[config.mk]
export PLATFORM = sky130hd
export DESIGN_NAME = mem_arbiter_flat
export DESIGN_NICKNAME = d
export VERILOG_FILES = /design/src/rtl/mem_arbiter_if.sv /design/src/rtl/mem_arbiter.sv /design/src/flat_wrapper.sv
export SDC_FILE = /design/constraint.sdc
export NUM_CORES = 1
export LEC_CHECK = 0
export CAP_MARGIN = 20
export CORE_ASPECT_RATIO = 1.5
export CORE_MARGIN = 2
export CORE_UTILIZATION = 40
export CTS_CLUSTER_DIAMETER = 30
export DETAILED_ROUTE_END_ITERATION = 12
export PLACE_DENSITY = 0.72
export SLEW_MARGIN = 20
export SYNTH_ARGS = -nofsm -noshare
export SYNTH_HDL_FRONTEND = slang
export SYNTH_SLANG_ARGS = --single-unit
[constraint.sdc]
create_clock -name clk_in -period 2.42 [get_ports clk_in]
set_input_delay 0.363 -clock clk_in [delete_from_list [all_inputs] [get_ports clk_in]]
set_output_delay 0.363 -clock clk_in [all_outputs]
set_load 0.005 [all_outputs]
[src/rtl/mem_arbiter_if.sv]
// Bus bundle between the IF/LSU requesters, the arbiter and the byte-serial memory controller.
// The slave modport is the arbiter's view; master is the surrounding system's view.
interface mem_arbiter_if #(
  parameter int unsigned ADDR_W = 32
);
  logic              if_valid;
  logic [ADDR_W-1:0] if_addr;
  logic              if_flush;
  logic              if_done;
  logic [31:0]       if_rdata;

  logic              lsu_valid;
  logic [1:0]        lsu_op;
  logic [1:0]        lsu_len;
  logic [ADDR_W-1:0] lsu_addr;
  logic [31:0]       lsu_wdata;
  logic              lsu_done;
  logic [31:0]       lsu_rdata;

  logic              ctl_valid;
  logic [1:0]        ctl_op;
  logic [1:0]        ctl_len;
  logic [ADDR_W-1:0] ctl_addr;
  logic [31:0]       ctl_data;
  logic              ctl_done;
  logic [31:0]       ctl_rdata;

  logic              busy;

  modport slave (
    input  if_valid, if_addr, if_flush,
    input  lsu_valid, lsu_op, lsu_len, lsu_addr, lsu_wdata,
    input  ctl_done, ctl_rdata,
    output if_done, if_rdata, lsu_done, lsu_rdata,
    output ctl_valid, ctl_op, ctl_len, ctl_addr, ctl_data, busy
  );

  modport master (
    output if_valid, if_addr, if_flush,
    output lsu_valid, lsu_op, lsu_len, lsu_addr, lsu_wdata,
    output ctl_done, ctl_rdata,
    input  if_done, if_rdata, lsu_done, lsu_rdata,
    input  ctl_valid, ctl_op, ctl_len, ctl_addr, ctl_data, busy
  );
endinterface

[src/rtl/mem_arbiter.sv]
// Two-requester (IF / LSU) arbiter in front of the memory controller: one transaction at a time,
// LSU priority with an IF starvation guard, and cancellation of in-flight fetches on flush.
module mem_arbiter #(
  parameter int unsigned STARVE_LIMIT = 4,
  parameter int unsigned ADDR_W       = 32
) (
  input  logic          clk_in,
  input  logic          rst_in,
  input  logic          rdy_in,
  mem_arbiter_if.slave  bus
);
  localparam logic [1:0] OpLoad  = 2'b01;
  localparam logic [1:0] OpSave  = 2'b10;
  localparam logic [1:0] LenWord = 2'b10;
  localparam logic [3:0] Limit   = 4'(STARVE_LIMIT);

  typedef enum logic [1:0] {StIdle, StBusy, StResp} state_e;

  state_e            state_q, state_d;
  logic              owner_if_q, owner_if_d;
  logic              cancel_q, cancel_d;
  logic [3:0]        starve_q, starve_d;
  logic [1:0]        op_q, op_d;
  logic [1:0]        len_q, len_d;
  logic [ADDR_W-1:0] addr_q, addr_d;
  logic [31:0]       data_q, data_d;
  logic [31:0]       rdata_q, rdata_d;
  logic [31:0]       if_rdata_q, if_rdata_d;
  logic [31:0]       lsu_rdata_q, lsu_rdata_d;

  logic       lsu_req, if_req, grant_if, in_busy, if_done_w, lsu_done_w;
  logic [1:0] lsu_len_n;

  function automatic logic [31:0] mask_len(input logic [31:0] v, input logic [1:0] len);
    case (len)
      2'b00:   mask_len = {24'd0, v[7:0]};
      2'b01:   mask_len = {16'd0, v[15:0]};
      default: mask_len = v;
    endcase
  endfunction

  assign lsu_req   = bus.lsu_valid & ((bus.lsu_op == OpLoad) | (bus.lsu_op == OpSave));
  assign if_req    = bus.if_valid & ~bus.if_flush;
  assign lsu_len_n = (bus.lsu_len == 2'b11) ? LenWord : bus.lsu_len;
  assign in_busy   = (state_q == StBusy);

  // A flush arriving in the RESP cycle itself still has to swallow that cycle's if_done.
  assign if_done_w  = (state_q == StResp) & owner_if_q & ~cancel_q & ~(rdy_in & bus.if_flush);
  assign lsu_done_w = (state_q == StResp) & ~owner_if_q;

  assign bus.if_done   = if_done_w;
  assign bus.lsu_done  = lsu_done_w;
  assign bus.if_rdata  = if_done_w ? rdata_q : if_rdata_q;
  assign bus.lsu_rdata = (lsu_done_w && op_q == OpLoad) ? rdata_q : lsu_rdata_q;
  assign bus.ctl_valid = in_busy;
  assign bus.ctl_op    = in_busy ? op_q : 2'b00;
  assign bus.ctl_len   = in_busy ? len_q : 2'b00;
  assign bus.ctl_addr  = in_busy ? addr_q : '0;
  assign bus.ctl_data  = in_busy ? data_q : 32'd0;
  assign bus.busy      = (state_q != StIdle);

  always_comb begin
    state_d     = state_q;
    owner_if_d  = owner_if_q;
    cancel_d    = cancel_q;
    starve_d    = starve_q;
    op_d        = op_q;
    len_d       = len_q;
    addr_d      = addr_q;
    data_d      = data_q;
    rdata_d     = rdata_q;
    if_rdata_d  = if_rdata_q;
    lsu_rdata_d = lsu_rdata_q;
    grant_if    = 1'b0;

    if (rdy_in) begin
      unique case (state_q)
        StIdle: begin
          if (lsu_req || if_req) begin
            grant_if   = if_req & (~lsu_req | (starve_q == Limit));
            state_d    = StBusy;
            owner_if_d = grant_if;
            cancel_d   = 1'b0;
            if (grant_if) begin
              op_d     = OpLoad;
              len_d    = LenWord;
              addr_d   = bus.if_addr;
              data_d   = 32'd0;
              starve_d = 4'd0;
            end else begin
              op_d     = bus.lsu_op;
              len_d    = lsu_len_n;
              addr_d   = bus.lsu_addr;
              data_d   = (bus.lsu_op == OpSave) ? mask_len(bus.lsu_wdata, lsu_len_n) : 32'd0;
              starve_d = !if_req ? 4'd0 : (starve_q == Limit) ? starve_q : starve_q + 4'd1;
            end
          end else begin
            starve_d = 4'd0;
          end
        end
        StBusy: begin
          if (owner_if_q && bus.if_flush) cancel_d = 1'b1;
          if (bus.ctl_done) begin
            rdata_d = mask_len(bus.ctl_rdata, len_q);
            state_d = StResp;
          end
        end
        StResp: begin
          state_d     = StIdle;
          cancel_d    = 1'b0;
          if_rdata_d  = bus.if_rdata;
          lsu_rdata_d = bus.lsu_rdata;
        end
        default: state_d = StIdle;
      endcase
    end
  end

  always_ff @(posedge clk_in) begin
    if (rst_in) begin
      state_q     <= StIdle;
      owner_if_q  <= 1'b0;
      cancel_q    <= 1'b0;
      starve_q    <= 4'd0;
      op_q        <= 2'b00;
      len_q       <= 2'b00;
      addr_q      <= '0;
      data_q      <= 32'd0;
      rdata_q     <= 32'd0;
      if_rdata_q  <= 32'd0;
      lsu_rdata_q <= 32'd0;
    end else begin
      state_q     <= state_d;
      owner_if_q  <= owner_if_d;
      cancel_q    <= cancel_d;
      starve_q    <= starve_d;
      op_q        <= op_d;
      len_q       <= len_d;
      addr_q      <= addr_d;
      data_q      <= data_d;
      rdata_q     <= rdata_d;
      if_rdata_q  <= if_rdata_d;
      lsu_rdata_q <= lsu_rdata_d;
    end
  end
endmodule

[src/flat_wrapper.sv]
// flat-port wrapper written by rule: the top's interface ports become plain ports
module mem_arbiter_flat 
#(
  parameter int unsigned STARVE_LIMIT = 4,
  parameter int unsigned ADDR_W       = 32
)
  (clk_in, rst_in, rdy_in, bus_if_valid, bus_if_addr, bus_if_flush, bus_lsu_valid, bus_lsu_op, bus_lsu_len, bus_lsu_addr, bus_lsu_wdata, bus_ctl_done, bus_ctl_rdata, bus_if_done, bus_if_rdata, bus_lsu_done, bus_lsu_rdata, bus_ctl_valid, bus_ctl_op, bus_ctl_len, bus_ctl_addr, bus_ctl_data, bus_busy);
  mem_arbiter_if #(.ADDR_W(ADDR_W)) bus_i ();
  input  logic clk_in;
  input  logic rst_in;
  input  logic rdy_in;
  input wire logic [$bits(bus_i.if_valid)-1:0] bus_if_valid;
  input wire logic [$bits(bus_i.if_addr)-1:0] bus_if_addr;
  input wire logic [$bits(bus_i.if_flush)-1:0] bus_if_flush;
  input wire logic [$bits(bus_i.lsu_valid)-1:0] bus_lsu_valid;
  input wire logic [$bits(bus_i.lsu_op)-1:0] bus_lsu_op;
  input wire logic [$bits(bus_i.lsu_len)-1:0] bus_lsu_len;
  input wire logic [$bits(bus_i.lsu_addr)-1:0] bus_lsu_addr;
  input wire logic [$bits(bus_i.lsu_wdata)-1:0] bus_lsu_wdata;
  input wire logic [$bits(bus_i.ctl_done)-1:0] bus_ctl_done;
  input wire logic [$bits(bus_i.ctl_rdata)-1:0] bus_ctl_rdata;
  output wire logic [$bits(bus_i.if_done)-1:0] bus_if_done;
  output wire logic [$bits(bus_i.if_rdata)-1:0] bus_if_rdata;
  output wire logic [$bits(bus_i.lsu_done)-1:0] bus_lsu_done;
  output wire logic [$bits(bus_i.lsu_rdata)-1:0] bus_lsu_rdata;
  output wire logic [$bits(bus_i.ctl_valid)-1:0] bus_ctl_valid;
  output wire logic [$bits(bus_i.ctl_op)-1:0] bus_ctl_op;
  output wire logic [$bits(bus_i.ctl_len)-1:0] bus_ctl_len;
  output wire logic [$bits(bus_i.ctl_addr)-1:0] bus_ctl_addr;
  output wire logic [$bits(bus_i.ctl_data)-1:0] bus_ctl_data;
  output wire logic [$bits(bus_i.busy)-1:0] bus_busy;
  assign bus_i.if_valid = bus_if_valid;
  assign bus_i.if_addr = bus_if_addr;
  assign bus_i.if_flush = bus_if_flush;
  assign bus_i.lsu_valid = bus_lsu_valid;
  assign bus_i.lsu_op = bus_lsu_op;
  assign bus_i.lsu_len = bus_lsu_len;
  assign bus_i.lsu_addr = bus_lsu_addr;
  assign bus_i.lsu_wdata = bus_lsu_wdata;
  assign bus_i.ctl_done = bus_ctl_done;
  assign bus_i.ctl_rdata = bus_ctl_rdata;
  assign bus_if_done = bus_i.if_done;
  assign bus_if_rdata = bus_i.if_rdata;
  assign bus_lsu_done = bus_i.lsu_done;
  assign bus_lsu_rdata = bus_i.lsu_rdata;
  assign bus_ctl_valid = bus_i.ctl_valid;
  assign bus_ctl_op = bus_i.ctl_op;
  assign bus_ctl_len = bus_i.ctl_len;
  assign bus_ctl_addr = bus_i.ctl_addr;
  assign bus_ctl_data = bus_i.ctl_data;
  assign bus_busy = bus_i.busy;
  mem_arbiter #(.STARVE_LIMIT(STARVE_LIMIT), .ADDR_W(ADDR_W)) u_core (.clk_in(clk_in), .rst_in(rst_in), .rdy_in(rdy_in), .bus(bus_i));
endmodule
Word-level counts from Yosys, hierarchy flattened
Index checks and enable logic that the tools add are counted.
{"block": "word_totals", "regBits": 172, "elab_cells": 78}
{"block": "classes", "add_sub_neg": 1, "n_eq_ne": 13, "n_mux": 24, "bitwise": 15, "n_reduce_logical": 14}
{"op": "2-to-1 mux 32 bit", "count": 7}
{"op": "one-hot mux 32 bit (2 select lines)", "count": 2}
{"op": "2-to-1 mux 4 bit", "count": 4}
{"op": "2-to-1 mux 2 bit", "count": 7}
{"op": "AND reduction 3 bit", "count": 4}
{"op": "equality test 2 x 1 -> 1 bit, second input constant", "count": 5}
{"op": "AND 1 bit", "count": 8}
{"op": "equality test 2 bit, second input constant", "count": 3}
{"op": "zero test 2 bit", "count": 3}
{"op": "NOT 1 bit", "count": 5}
{"op": "adder 4 x 1 -> 4 bit, second input constant", "count": 1}
{"op": "equality test 4 x 3 -> 1 bit, second input constant", "count": 1}
{"op": "inequality test 2 bit, second input constant", "count": 2}
{"op": "inequality test 4 bit, second input constant", "count": 1}
{"op": "one-hot mux 2 bit (2 select lines)", "count": 1}
{"op": "AND reduction 4 bit", "count": 1}
{"op": "one-hot mux 1 bit (3 select lines)", "count": 1}
{"op": "nonzero test 3 bit", "count": 1}
{"op": "logical AND 1 bit", "count": 2}
{"op": "2-to-1 mux 1 bit", "count": 2}
{"op": "inequality test 2 x 1 -> 1 bit, second input constant", "count": 1}
{"op": "bitwise OR 1 bit", "count": 2}
{"op": "AND reduction 2 bit", "count": 1}
{"op": "nonzero test 2 bit", "count": 1}
{"op": "logical OR 1 bit", "count": 1}

Longest topological paths before layout
Gate-level depths: netlist of run 1.
{"block": "logic_depth", "ltp_word": 8, "depth_mapped": 9, "ltp_nobuf": 6}

Least setup slack after synthesis of run 1
Ideal clock, no wire load.
{"block": "synth_timing", "kind": "in2reg", "startpoint": "input port bus_lsu_op[0]", "endpoint": "register u_core.data_q[10]", "arrival_ns": 1.746, "t_required_ns": 2.360, "path_slack_ns": 0.613, "stages": 7, "path_cell_list": "inv_1 ha_1 nor2b_1 clkbuf_1 o211ai_1 nor4b_4 a22o_1"}
{"block": "synth_via", "elab_chain_cells": 7, "word_cells_on_any_way": 11, "cone_classes": "eq/ne (2); mux (2); bitwise (5); reduce/logical (2)"}
{"item": "start, declared", "line": "flat_wrapper.sv:16", "source": "input wire logic [$bits(bus_i.lsu_op)-1:0] bus_lsu_op;"}
{"item": "equality test 2 x 1 -> 1 bit / equality test 2 bit (equally long branches)", "line": "mem_arbiter.sv:42, mem_arbiter.sv:94"}
{"item": "bitwise OR 1 bit", "line": "mem_arbiter.sv:42", "source": "assign lsu_req = bus.lsu_valid & ((bus.lsu_op == OpLoad) | (bus.lsu_op == OpSave));"}
{"item": "AND 1 bit", "line": "mem_arbiter.sv:42"}
{"item": "NOT 1 bit", "line": "mem_arbiter.sv:80", "source": "grant_if = if_req & (~lsu_req | (starve_q == Limit));"}
{"item": "bitwise OR 1 bit", "line": "mem_arbiter.sv:80"}
{"item": "AND 1 bit", "line": "mem_arbiter.sv:80"}
{"item": "2-to-1 mux 32 bit", "line": "mem_arbiter.sv:84", "source": "if (grant_if) begin"}
{"item": "end signal, assigned", "line": "mem_arbiter.sv:140", "source": "data_q <= data_d;"}
{"item": "end, declared", "line": "mem_arbiter.sv:26", "source": "logic [31:0] data_q, data_d;"}
Several ways; a longest one is shown, not always the timed one.
A chain may end at the register's enable or synchronous reset.

Worst setup path in the final report of run 1
{"block": "layout_timing", "startpoint": "input port rdy_in", "endpoint": "output port bus_if_rdata[25]"}
{"block": "layout_via", "elab_chain_cells": 4}
{"item": "start, declared", "line": "flat_wrapper.sv:11", "source": "input logic rdy_in;"}
{"item": "AND 1 bit", "line": "mem_arbiter.sv:48", "source": "assign if_done_w = (state_q == StResp) & owner_if_q & ~cancel_q & ~(rdy_in & bus.if_flush);"}
{"item": "NOT 1 bit", "line": "mem_arbiter.sv:48"}
{"item": "AND 1 bit", "line": "mem_arbiter.sv:48"}
{"item": "2-to-1 mux 32 bit", "line": "mem_arbiter.sv:53", "source": "assign bus.if_rdata = if_done_w ? rdata_q : if_rdata_q;"}
{"item": "end, declared", "line": "flat_wrapper.sv:23", "source": "output wire logic [$bits(bus_i.if_rdata)-1:0] bus_if_rdata;"}
Every way passes these cells.

==> metrics, run 1 <==
Clock Pin Slew Worst Setup and Hold Paths=0.06 ns; final layout net count=1,355; number of flops mapped to enable cells by yosys=0; Clk pwr share=44.8%; TritonCTS clock tree=yes; Port Buf Inserts=274; Non-Filler Instances=1,483; area occupied by multi-input gates=0.00405 mm²; Root Driver=clkbuf_16; Worst R2R End=u_core.rdata_q[29]$_SDFFE_PP0P_; Detailed Place HPWL=16.8 mm; max-slew headroom at the worst pin=60.7%; FF-to-FF Start=u_core.state_q[1]$_SDFFE_PP0P_; Hold Vio Cnt, Final=0; die area=0.0207 mm²; internal power=5.28 mW; Rows=62; post-route ant nets=0; CTS Buf Count=17; Hold Startpoint=rst_in; I/O pins=275; wire per inst=17.8 µm; routed wire length=26.4 mm; Syn Nets=1,098; Yosys reg bits=172; Reg2Reg Depth=8; initial antenna violation count=0; GPL Wtd Cong=0.809; H-tree depth=4; Die Y=175 µm; Cells after Synth=956; Cells after DPL=1,435; critical path type=in -> out; Final min period=2.48 ns; R2R Setup Slk=0.63 ns; Worst Path Max Fanout=17; all-layer global routing usage=24.2%; core area=0.0192 mm²; Skew-Pair Late Insertion Delay=0.43 ns; Fill cells=1,670; max-cap viol count=0; ys flop type=dfxtp_1; Reg power frac=43.0%; vias in the first global route=7,432; failing checks=setup timing; run status=finished with violations; Sequential Area=0.00345 mm²; Congestion Overflow GR=0; Critical Path RT=2.06 ns; hold path endpoint=u_core.owner_if_q$_SDFFE_PP0P_; largest net degree at the start of global routing=89; Max Buffers Root-to-Sink=2; Sw Ratio=23.1%; distinct cell type count of the synthesized netlist=45; Final Slew Violations=0; Logic pwr share=12.2%; worst slew pin tran=0.588 ns; die width=118 µm; Net Switching=1.58 mW; fin worst setup slack=-0.0594 ns; Max Freq=403 MHz; VDD IR max=0.356 mV; most numerous cell in the Yosys netlist=dfxtp_1; Synth top cells by count=dfxtp_1 (172), nand2_1 (164), a21oi_1 (126); top cells by area, synth=dfxtp_1 (44%), a21oi_1 (8.1%), mux2_2 (8.1%), nand2_1 (7.9%), and2_1 (5.4%); number of clock sinks=172; RSZ-0062 raised after global routing=yes; Avg Cell Area, Syn=8.18 µm²; drt first pass iters=5; Post-Syn Area=0.00782 mm²; final setup fails=9; drt drc=0; Static Leak=5.76 nW; Pwr Density=576 mW/mm²; P&R area growth vs syn=52.3%; Worst EP arrival=2.12 ns; asr flop ratio synth=0%; Hold WC Path Type=in -> reg; Layout Skew=0.0127 ns; Initial Util=40.8%; Critical Path Start Type=input port; vias per inst=5.15; share of cells above drive strength 1=12.6%; Final Cycle Share=102%; Synth top area share=44.0%; overall power=6.86 mW; Initial DRC Count=451; Synthesis Warnings=0; routed vias=7,633; hold path cells=2; sequential-to-total area share from yosys stat=44.0%; area leader, netlist=dfxtp_1; first-pass GRT wire length=40.0 mm; crit path launch=rdy_in; crit end category=output pin
[power groups by stage]
| stage | logic (mW) | clock network (mW) | registers (mW) |
|---|---|---|---|
| finish | 0.839 | 3.07 | 2.95 |
| global route | 0.913 | 3.23 | 2.96 |
| CTS | 0.823 | 3.12 | 2.95 |
| detailed placement | 0.766 | 0 | 3.01 |
| global placement | 0.764 | 0 | 3.01 |
| floorplan | 0.347 | 0 | 3.00 |
[placed cells by master (no fill, tap or decap), types with 2 or more instances in the layout]
cell type / count
clkbuf_2: 3
nand4b_1: 3
a21o_1: 4
nand3_1: 51
o21a_1: 32
clkbuf_1: 2
mux2_1: 5
a22o_1: 8
nand2_1: 163
nor2b_1: 3
xor2_1: 2
dlygate4sd2_1: 58
and2_1: 67
buf_12: 12
or2_2: 2
inv_1: 4
nand2b_1: 5
clkinvlp_4: 3
nand3b_1: 2
a21oi_1: 126
bufinv_16: 5
bufbuf_16: 2
clkbuf_16: 19
mux2_2: 58
clkdlybuf4s50_1: 156
nor2_1: 106
buf_4: 27
buf_16: 2
dlymetal6s2s_1: 56
a211oi_1: 32
buf_6: 2
clkbuf_8: 3
nor2b_4: 2
ha_1: 3
dfxtp_1: 169
dfxtp_2: 3
[area by class of cell]
cell class,count,area share [%]
multi-input combinational,698,34.0
clock inverter,10,1.56
tap,256,2.69
antenna,1,0.0210
sequential,172,28.9
inverter,4,0.126
timing repair buffer,320,28.7
clock buffer,22,3.98
[worst max path at each step]
stage	cells past startpoint	end
2_1_floorplan	7	u_core.data_q[10]$_SDFFE_PP0P_
3_3_place_gp	6	bus_if_rdata[25]
3_5_place_dp	6	bus_if_rdata[26]
4_1_cts	6	bus_if_rdata[25]
5_1_grt	6	bus_if_rdata[25]
6_report	6	bus_if_rdata[25]
[stage by stage]
stage               area (µm²)  hold slack (ns)  setup TNS, ns  util, %  setup slack, ns
finish                   11900            0.329         -0.371     62.2          -0.0594
CTS                      11700            0.318          -2.28     61.0           -0.102
global placement         10900            0.434          -1.23     56.9          -0.0642
detailed placement       10900            0.439          -2.34     56.9           -0.117
floorplan                 7820            0.427              0        -            0.613
global route             11900            0.349          -2.27     62.2           -0.139
[flip-flops by register name, indices dropped and copies added (netlist names)]
register,count
u_core.addr_q,32
u_core.cancel_q,1
u_core.data_q,32
u_core.if_rdata_q,32
u_core.len_q,2
u_core.lsu_rdata_q,32
u_core.op_q,2
u_core.owner_if_q,1
u_core.rdata_q,32
u_core.starve_q,4
u_core.state_q,2
[what timing repair did]
action / in CTS / in global routing
hold buffers: 0 / 0
pin swaps: 0 / 1
setup buffers: 5 / 3
gates resized for setup: 70 / 67
gates cloned: 4 / 3
setup endpoints to repair: 113 / 103
[per-layer routing]
layer  share of wire, %  GRT usage, %  vias to the layer above
met5                  0             0                        -
met4                2.8          9.09                        0
li1                   -             -                     3730
met1                 38          27.0                     3614
met3                5.2          5.42                       45
met2                 54          44.7                      244
[critical path: stages]
cell and delay [ns]:
clkdlybuf4s50_1 0.49, nand2_2 0.08, nand4b_4 0.15, buf_12 0.19
mux2_2 0.37, clkdlybuf4s50_1 0.46
[kinds of logic after synthesis]
| group | after synthesis | share of synthesized area [%] |
|---|---|---|
| compound gates | 212 | 16.5 |
| xor+xnor | 3 | 0.336 |
| fa+ha+maj | 3 | 0.480 |
| buf+inv | 86 | 4.91 |
| flops | 172 | 44.0 |
| mux | 64 | 9.21 |
| simple gates | 416 | 24.6 |
Note: power is estimated with default switching activity, not from simulation.
==> run 2, diff against run 1 <==
- ABC_AREA: default -> 1
- PLACE_DENSITY: 0.72 -> 0.71
==> run 2 against run 1 <==
  * The run now ends clean
  * Synthesized cell count increased by 32%
  * Via count increased by 14%
  * Clock power decreased by 17%
  * Fmax increased by 3.5%
  * Critical path type is now reg -> out
==> metrics, run 2 <==
run status=finished clean; R2R Setup Slk=0.60 ns; Initial DRC Count=669; Post-Syn Area=0.00844 mm²; Skew-Pair Late Insertion Delay=0.42 ns; post-route ant nets=0; number of flops mapped to enable cells by yosys=0; internal power=4.73 mW; largest net degree at the start of global routing=78; Congestion Overflow GR=0; Synth top cells by count=nand2_1 (297), inv_1 (181), dfxtp_1 (172); hold path cells=2; Critical Path RT=2.06 ns; Critical Path Start Type=flop; Static Leak=6.20 nW; vias in the first global route=8,206; worst slew pin tran=0.752 ns; hold path endpoint=u_core.addr_q[31]$_SDFFE_PP0P_; vias per inst=4.87; crit end category=output pin; most frequent cells in the layout=nand2_1 (290), clkdlybuf4s50_1 (221), inv_1 (180), dfxtp_1 (168), nor2_1 (128); Synthesis Warnings=0; Worst R2R End=u_core.rdata_q[23]$_SDFFE_PP0P_; Reg power frac=46.6%; Cells after Synth=1,259; VDD IR max=0.401 mV; cell area after layout=0.0122 mm²; Clk pwr share=39.3%; commonest non-fill, non-tap cell in the layout=nand2_1; final layout net count=1,650; CP Cell Sequence=inv_4 -> nor2_4 -> buf_6 -> nand4_1 -> buf_4 -> buf_4 -> buf_12 -> nand2_1 -> nand2_2 -> dlygate4sd2_1; CTS Buf Count=17; Detailed Place HPWL=17.7 mm; Max Buffers Root-to-Sink=2; Layout Skew=0.0101 ns; Final min period=2.40 ns; sequential-to-total area share from yosys stat=40.8%; FF-to-FF Start=u_core.state_q[1]$_SDFFE_PP0P_; max layer used=met4; CTS Hold Bufs=0; all-layer global routing usage=23.6%; die area=0.0223 mm²; ys flop type=dfxtp_1; H-tree depth=4; Yosys reg bits=172; asr flop ratio synth=0%; Worst Path Max Fanout=16; area leader, netlist=dfxtp_1; Fill cells=1,990; routed vias=8,710; Cells after DPL=1,746; distinct cell type count of the synthesized netlist=28; Buf/Inv on CP=6; critical path type=reg -> out; slowest CP cell=dfxtp_2; Hold Vio Cnt, Final=0; Pwr Density=527 mW/mm²; CP max stage delay=0.36 ns; Logic pwr share=14.1%; RSZ-0062 raised after global routing=yes; drt drc=0; Rows=65; Largest delay share family, worst path=buffers and inverters; WL met2=14.0 mm; met1 WL=10.1 mm; most numerous cell in the Yosys netlist=nand2_1; TritonCTS clock tree=yes; Clock Pin Slew Worst Setup and Hold Paths=0.07 ns; share of cells above drive strength 1=6.77%; first-pass GRT wire length=42.0 mm; met3 WL=1.55 mm; Port Buf Inserts=274; core area=0.0209 mm²; I/O pins=275; P&R area growth vs syn=45.0%; die width=123 µm; top cells by area, synth=dfxtp_1 (41%), nand2_1 (13%), inv_1 (8.1%), nor2_1 (5.7%), nand3_1 (5.2%); max-cap viol count=0; initial antenna violation count=1; routed wire length=26.3 mm; Layout Utilization=58.5%; Worst EP arrival=2.03 ns; Root Driver=clkbuf_16; Max Freq=417 MHz; wire per inst=14.7 µm; Initial Util=40.4%; Final Cycle Share=99.0%; Syn Nets=1,401; Net Switching=1.72 mW; Sw Ratio=26.6%; max-slew headroom at the worst pin=49.8%; Hold WC Path Type=reg -> reg; number of clock sinks=172; Hold Startpoint=u_core.addr_q[31]$_SDFFE_PP0P_; Reg2Reg Depth=7; final setup fails=0; final setup TNS=0 ns; GPL Wtd Cong=0.813; drt first pass iters=5; Avg Cell Area, Syn=6.70 µm²; Non-Filler Instances=1,790; Most common cell on crit path=buf_4; Final Slew Violations=0; Die Y=182 µm; Placed Area=0.0115 mm²; Synth top area share=40.8%
==> run 2: cell types whose count changed after synthesis, moves of 23 or more <==
cell / before / now
o21bai_1: 1 / 32
o21ai_0: 1 / 73
nor2_1: 106 / 129
nand2_1: 164 / 297
mux2_2: 56 / 0
a211oi_1: 32 / 0
o21ai_1: 1 / 35
nand3_1: 51 / 87
a21oi_1: 126 / 80
inv_1: 4 / 181
and2_1: 68 / 0
==> run 2: worst max-delay path by stage <==
stage                                         startpoint  depth (start not counted)  slack, ns                        endpoint
final                     u_core.state_q[1]$_SDFFE_PP0P_                         10       0.02                 bus_if_rdata[4]
after global routing      u_core.state_q[1]$_SDFFE_PP0P_                         10      -0.06                 bus_if_rdata[4]
after CTS                 u_core.state_q[1]$_SDFFE_PP0P_                          9      -0.04                 bus_if_rdata[8]
after detailed placement                    bus_if_flush                          8      0.003                bus_if_rdata[27]
after global placement                      bus_if_flush                          8       0.02                bus_if_rdata[27]
after floorplan                            bus_lsu_op[0]                         10       0.84  u_core.addr_q[31]$_SDFFE_PP0P_
==> run 2: area by class of cell <==
cell class	instances	area (µm²)	share of cell area [%]
clock inverter	13	108	0.880
tap	268	335	2.74
antenna	1	2.50	0.0205
multi-input combinational	813	3870	31.6
inverter	186	703	5.75
sequential	172	3450	28.2
clock buffer	19	433	3.54
timing repair buffer	318	3330	27.2
==> run 2: through the flow <==
stage                     hold slack [ns]  setup slack (ns)  total power [mW]
after floorplan                     0.445             0.843              3.52
after CTS                           0.464           -0.0366              6.52
after global placement              0.452            0.0168              3.97
after global routing                0.511           -0.0600              6.75
final                               0.468            0.0239              6.45
after detailed placement            0.460           0.00318              3.98
==> run 2: routing by layer <==
| layer | track usage (%) | up-vias |
|---|---|---|
| met2 | 43.3 | 248 |
| li1 | - | 4456 |
| met3 | 5.50 | 36 |
| met1 | 26.1 | 3970 |
| met5 | 0 | - |
| met4 | 7.95 | 0 |
==> run 2: timing repair <==
action,in CTS,in global routing
pin swaps,2,2
cloned,2,0
buffers inserted,7,2
gates resized for setup,24,53
endpoints found under the setup margin,66,48
==> run 2: cell families after synthesis <==
logic type / synth area share [%]
adders and majority gates: 0.445
and+or+nand+nor: 26.5
DFF: 40.8
xor gates and xnor gates: 0.104
AOI/OAI and AO/OA: 18.5
buffers and inverters: 13.7
==> run 2: power groups by stage <==
stage               logic (mW)  clock network, mW  registers, mW
finish                   0.907               2.54           3.00
global placement         0.903                  0           3.06
global route              1.01               2.73           3.01
CTS                      0.917               2.60           3.00
detailed placement       0.913                  0           3.07
floorplan                0.470                  0           3.05
==> run 2: worst min-delay path, delay by kind of cell, from the launching register on <==
family,cells,cell delay (ns)
DFF,1,0.31
AOI/OAI and AO/OA,1,0.06
and+or+nand+nor,1,0.06
==> run 3, diff against run 2 <==
- CORE_UTILIZATION: 40 -> 47
- PLACE_DENSITY: 0.71 -> 0.81
==> run 3 against run 2 <==
  * Register-to-register slack better by 0.11 ns
  * Global-route usage is 2.7 points higher
  * Sequential cell count stayed put
  * Via count is 4.3% higher
  * Count of clock-buffer cells in the layout stayed put
  * Die area is 15% lower
  * Largest cell class unchanged
==> metrics, run 3 (synthesis results as in run 2) <==
final setup fails=0; CP max stage delay=0.51 ns; worst slew pin tran=0.727 ns; share of cells above drive strength 1=7.12%; Static Leak=6.62 nW; Congestion Overflow GR=0; Max Buffers Root-to-Sink=2; Clock Pin Slew Worst Setup and Hold Paths=0.07 ns; post-route ant nets=0; run status=finished clean; vias in the first global route=8,617; CTS Buf Count=17; drt first pass iters=5; Initial DRC Count=541; drt drc=0; vias per inst=5.20; Final Cycle Share=98.6%; Worst Path Max Fanout=6; Max Freq=419 MHz; hold slack=0.389 ns; Die Y=168 µm; slowest CP cell=clkdlybuf4s50_1; TritonCTS clock tree=yes; Final min period=2.39 ns; Buf/Inv on CP=3; Detailed Place HPWL=17.5 mm; max-cap viol count=0; Hold WC Path Type=in -> reg; number of clock sinks=172; Pwr Density=531 mW/mm²; core area=0.0178 mm²; Port Buf Inserts=274; Initial Util=47.4%; Largest delay share family, worst path=buffers and inverters; routed vias=9,086; Critical Path RT=2.06 ns; first-pass GRT wire length=40.8 mm; final layout net count=1,660; Rows=60; Critical Path Start Type=flop; Layout Skew=0.0138 ns; Root Driver=clkbuf_16; wire per inst=15.3 µm; VDD IR max=0.390 mV; CP Cell Sequence=nor3_4 -> buf_12 -> clkbuf_4 -> nand3_1 -> nand2_1 -> clkdlybuf4s50_1; routed wire length=26.7 mm; Skew-Pair Late Insertion Delay=0.42 ns; Layout Utilization=69.8%; I/O pins=275; most frequent cells in the layout=nand2_1 (292), clkdlybuf4s50_1 (210), inv_1 (181), dfxtp_1 (169), nor2_1 (128); RSZ-0062 raised after global routing=yes; die area=0.0191 mm²; commonest non-fill, non-tap cell in the layout=nand2_1; GPL Wtd Cong=0.822; pre-CTS WS=-0.0257 ns; critical path type=reg -> out; R2R Setup Slk=0.71 ns; fin worst setup slack=0.0340 ns; H-tree depth=4; Hold Vio Cnt, Final=0; max-slew headroom at the worst pin=51.6%; P&R area growth vs syn=47.2%; die width=113 µm; initial antenna violation count=1; largest net degree at the start of global routing=71; all-layer global routing usage=26.3%; Final Slew Violations=0; crit end category=output pin; Worst EP arrival=2.02 ns; Fill cells=1,498
## run 3: changes by cell type in the layout (fill, tap and decap cells not counted), moves of 2 or more
cell / change
buf_12: +2
buf_4: +3
clkbuf_16: +5
clkdlybuf4s15_1: -3
clkdlybuf4s50_1: -11
dfxtp_2: -2
dlygate4sd2_1: -3
dlymetal6s2s_1: +17
inv_8: +2
nand2_1: +2
nand2_2: -3
## run 3: worst reg2reg max path, cell delays in order (launching register included)
cell,delay [ns]
dfxtp_4,0.37
inv_6,0.05
nor2_4,0.11
buf_4,0.12
nand4_1,0.09
buf_6,0.16
clkbuf_16,0.16
buf_12,0.13
nand2_1,0.05
nand2_1,0.06
buf_4,0.12
o21bai_1,0.13
inv_1,0.05
## run 3: worst paths after layout
path,start,endpoint,cells after the start
setup / recovery,u_core.state_q[0]$_SDFFE_PP0P_,bus_lsu_rdata[9],6
hold / removal,rst_in,u_core.cancel_q$_SDFFE_PP0P_,4
setup reg to reg,u_core.state_q[1]$_SDFFE_PP0P_,u_core.if_rdata_q[28]$_SDFFE_PP0P_,12
hold reg to reg,u_core.addr_q[31]$_SDFFE_PP0P_,u_core.addr_q[31]$_SDFFE_PP0P_,2
## run 3: area by class of cell
class	count	area, µm²	share of cell area (%)
Antenna cell	1	2.50	0.0201
Clock buffer	19	443	3.57
Clock inverter	12	130	1.05
Inverter	186	706	5.68
Multi-Input combinational cell	813	3870	31.1
Sequential cell	172	3450	27.8
Tap cell	217	272	2.19
Timing Repair Buffer	328	3550	28.6
## run 3: where the power goes
| group | switching [mW] | leakage [nW] | internal, mW |
|---|---|---|---|
| registers | 0.0567 | 1.40 | 2.95 |
| clock network | 1.20 | 0.272 | 1.47 |
| logic | 0.471 | 4.95 | 0.441 |
## run 3: through the flow
step                TNS, ns  cell area (µm²)  power (mW)  cells
floorplan                 0             8440        3.52   1259
global placement          0            11400        3.95   1695
detailed placement   -0.132            11400        3.97   1695
CTS                  -0.942            12000        6.63   1731
global route         -0.141            12400        6.85   1748
finish                    0            12400        6.59   1748
## run 3: per-layer routing
metal,GRT usage [%],up-vias,part of all wire (%)
met3,6.12,67,6.9
met2,49.9,360,52
met4,10.3,0,3.8
li1,-,4478,-
met1,27.4,4181,37
met5,0,-,0
## run 3: timing repair
action | in CTS | in global routing
setup endpoints to repair | 65 | 54
pin swaps | 2 | 1
resized for setup | 16 | 71
hold buffers | 0 | 0
buffers inserted | 4 | 10
gates cloned | 1 | 6
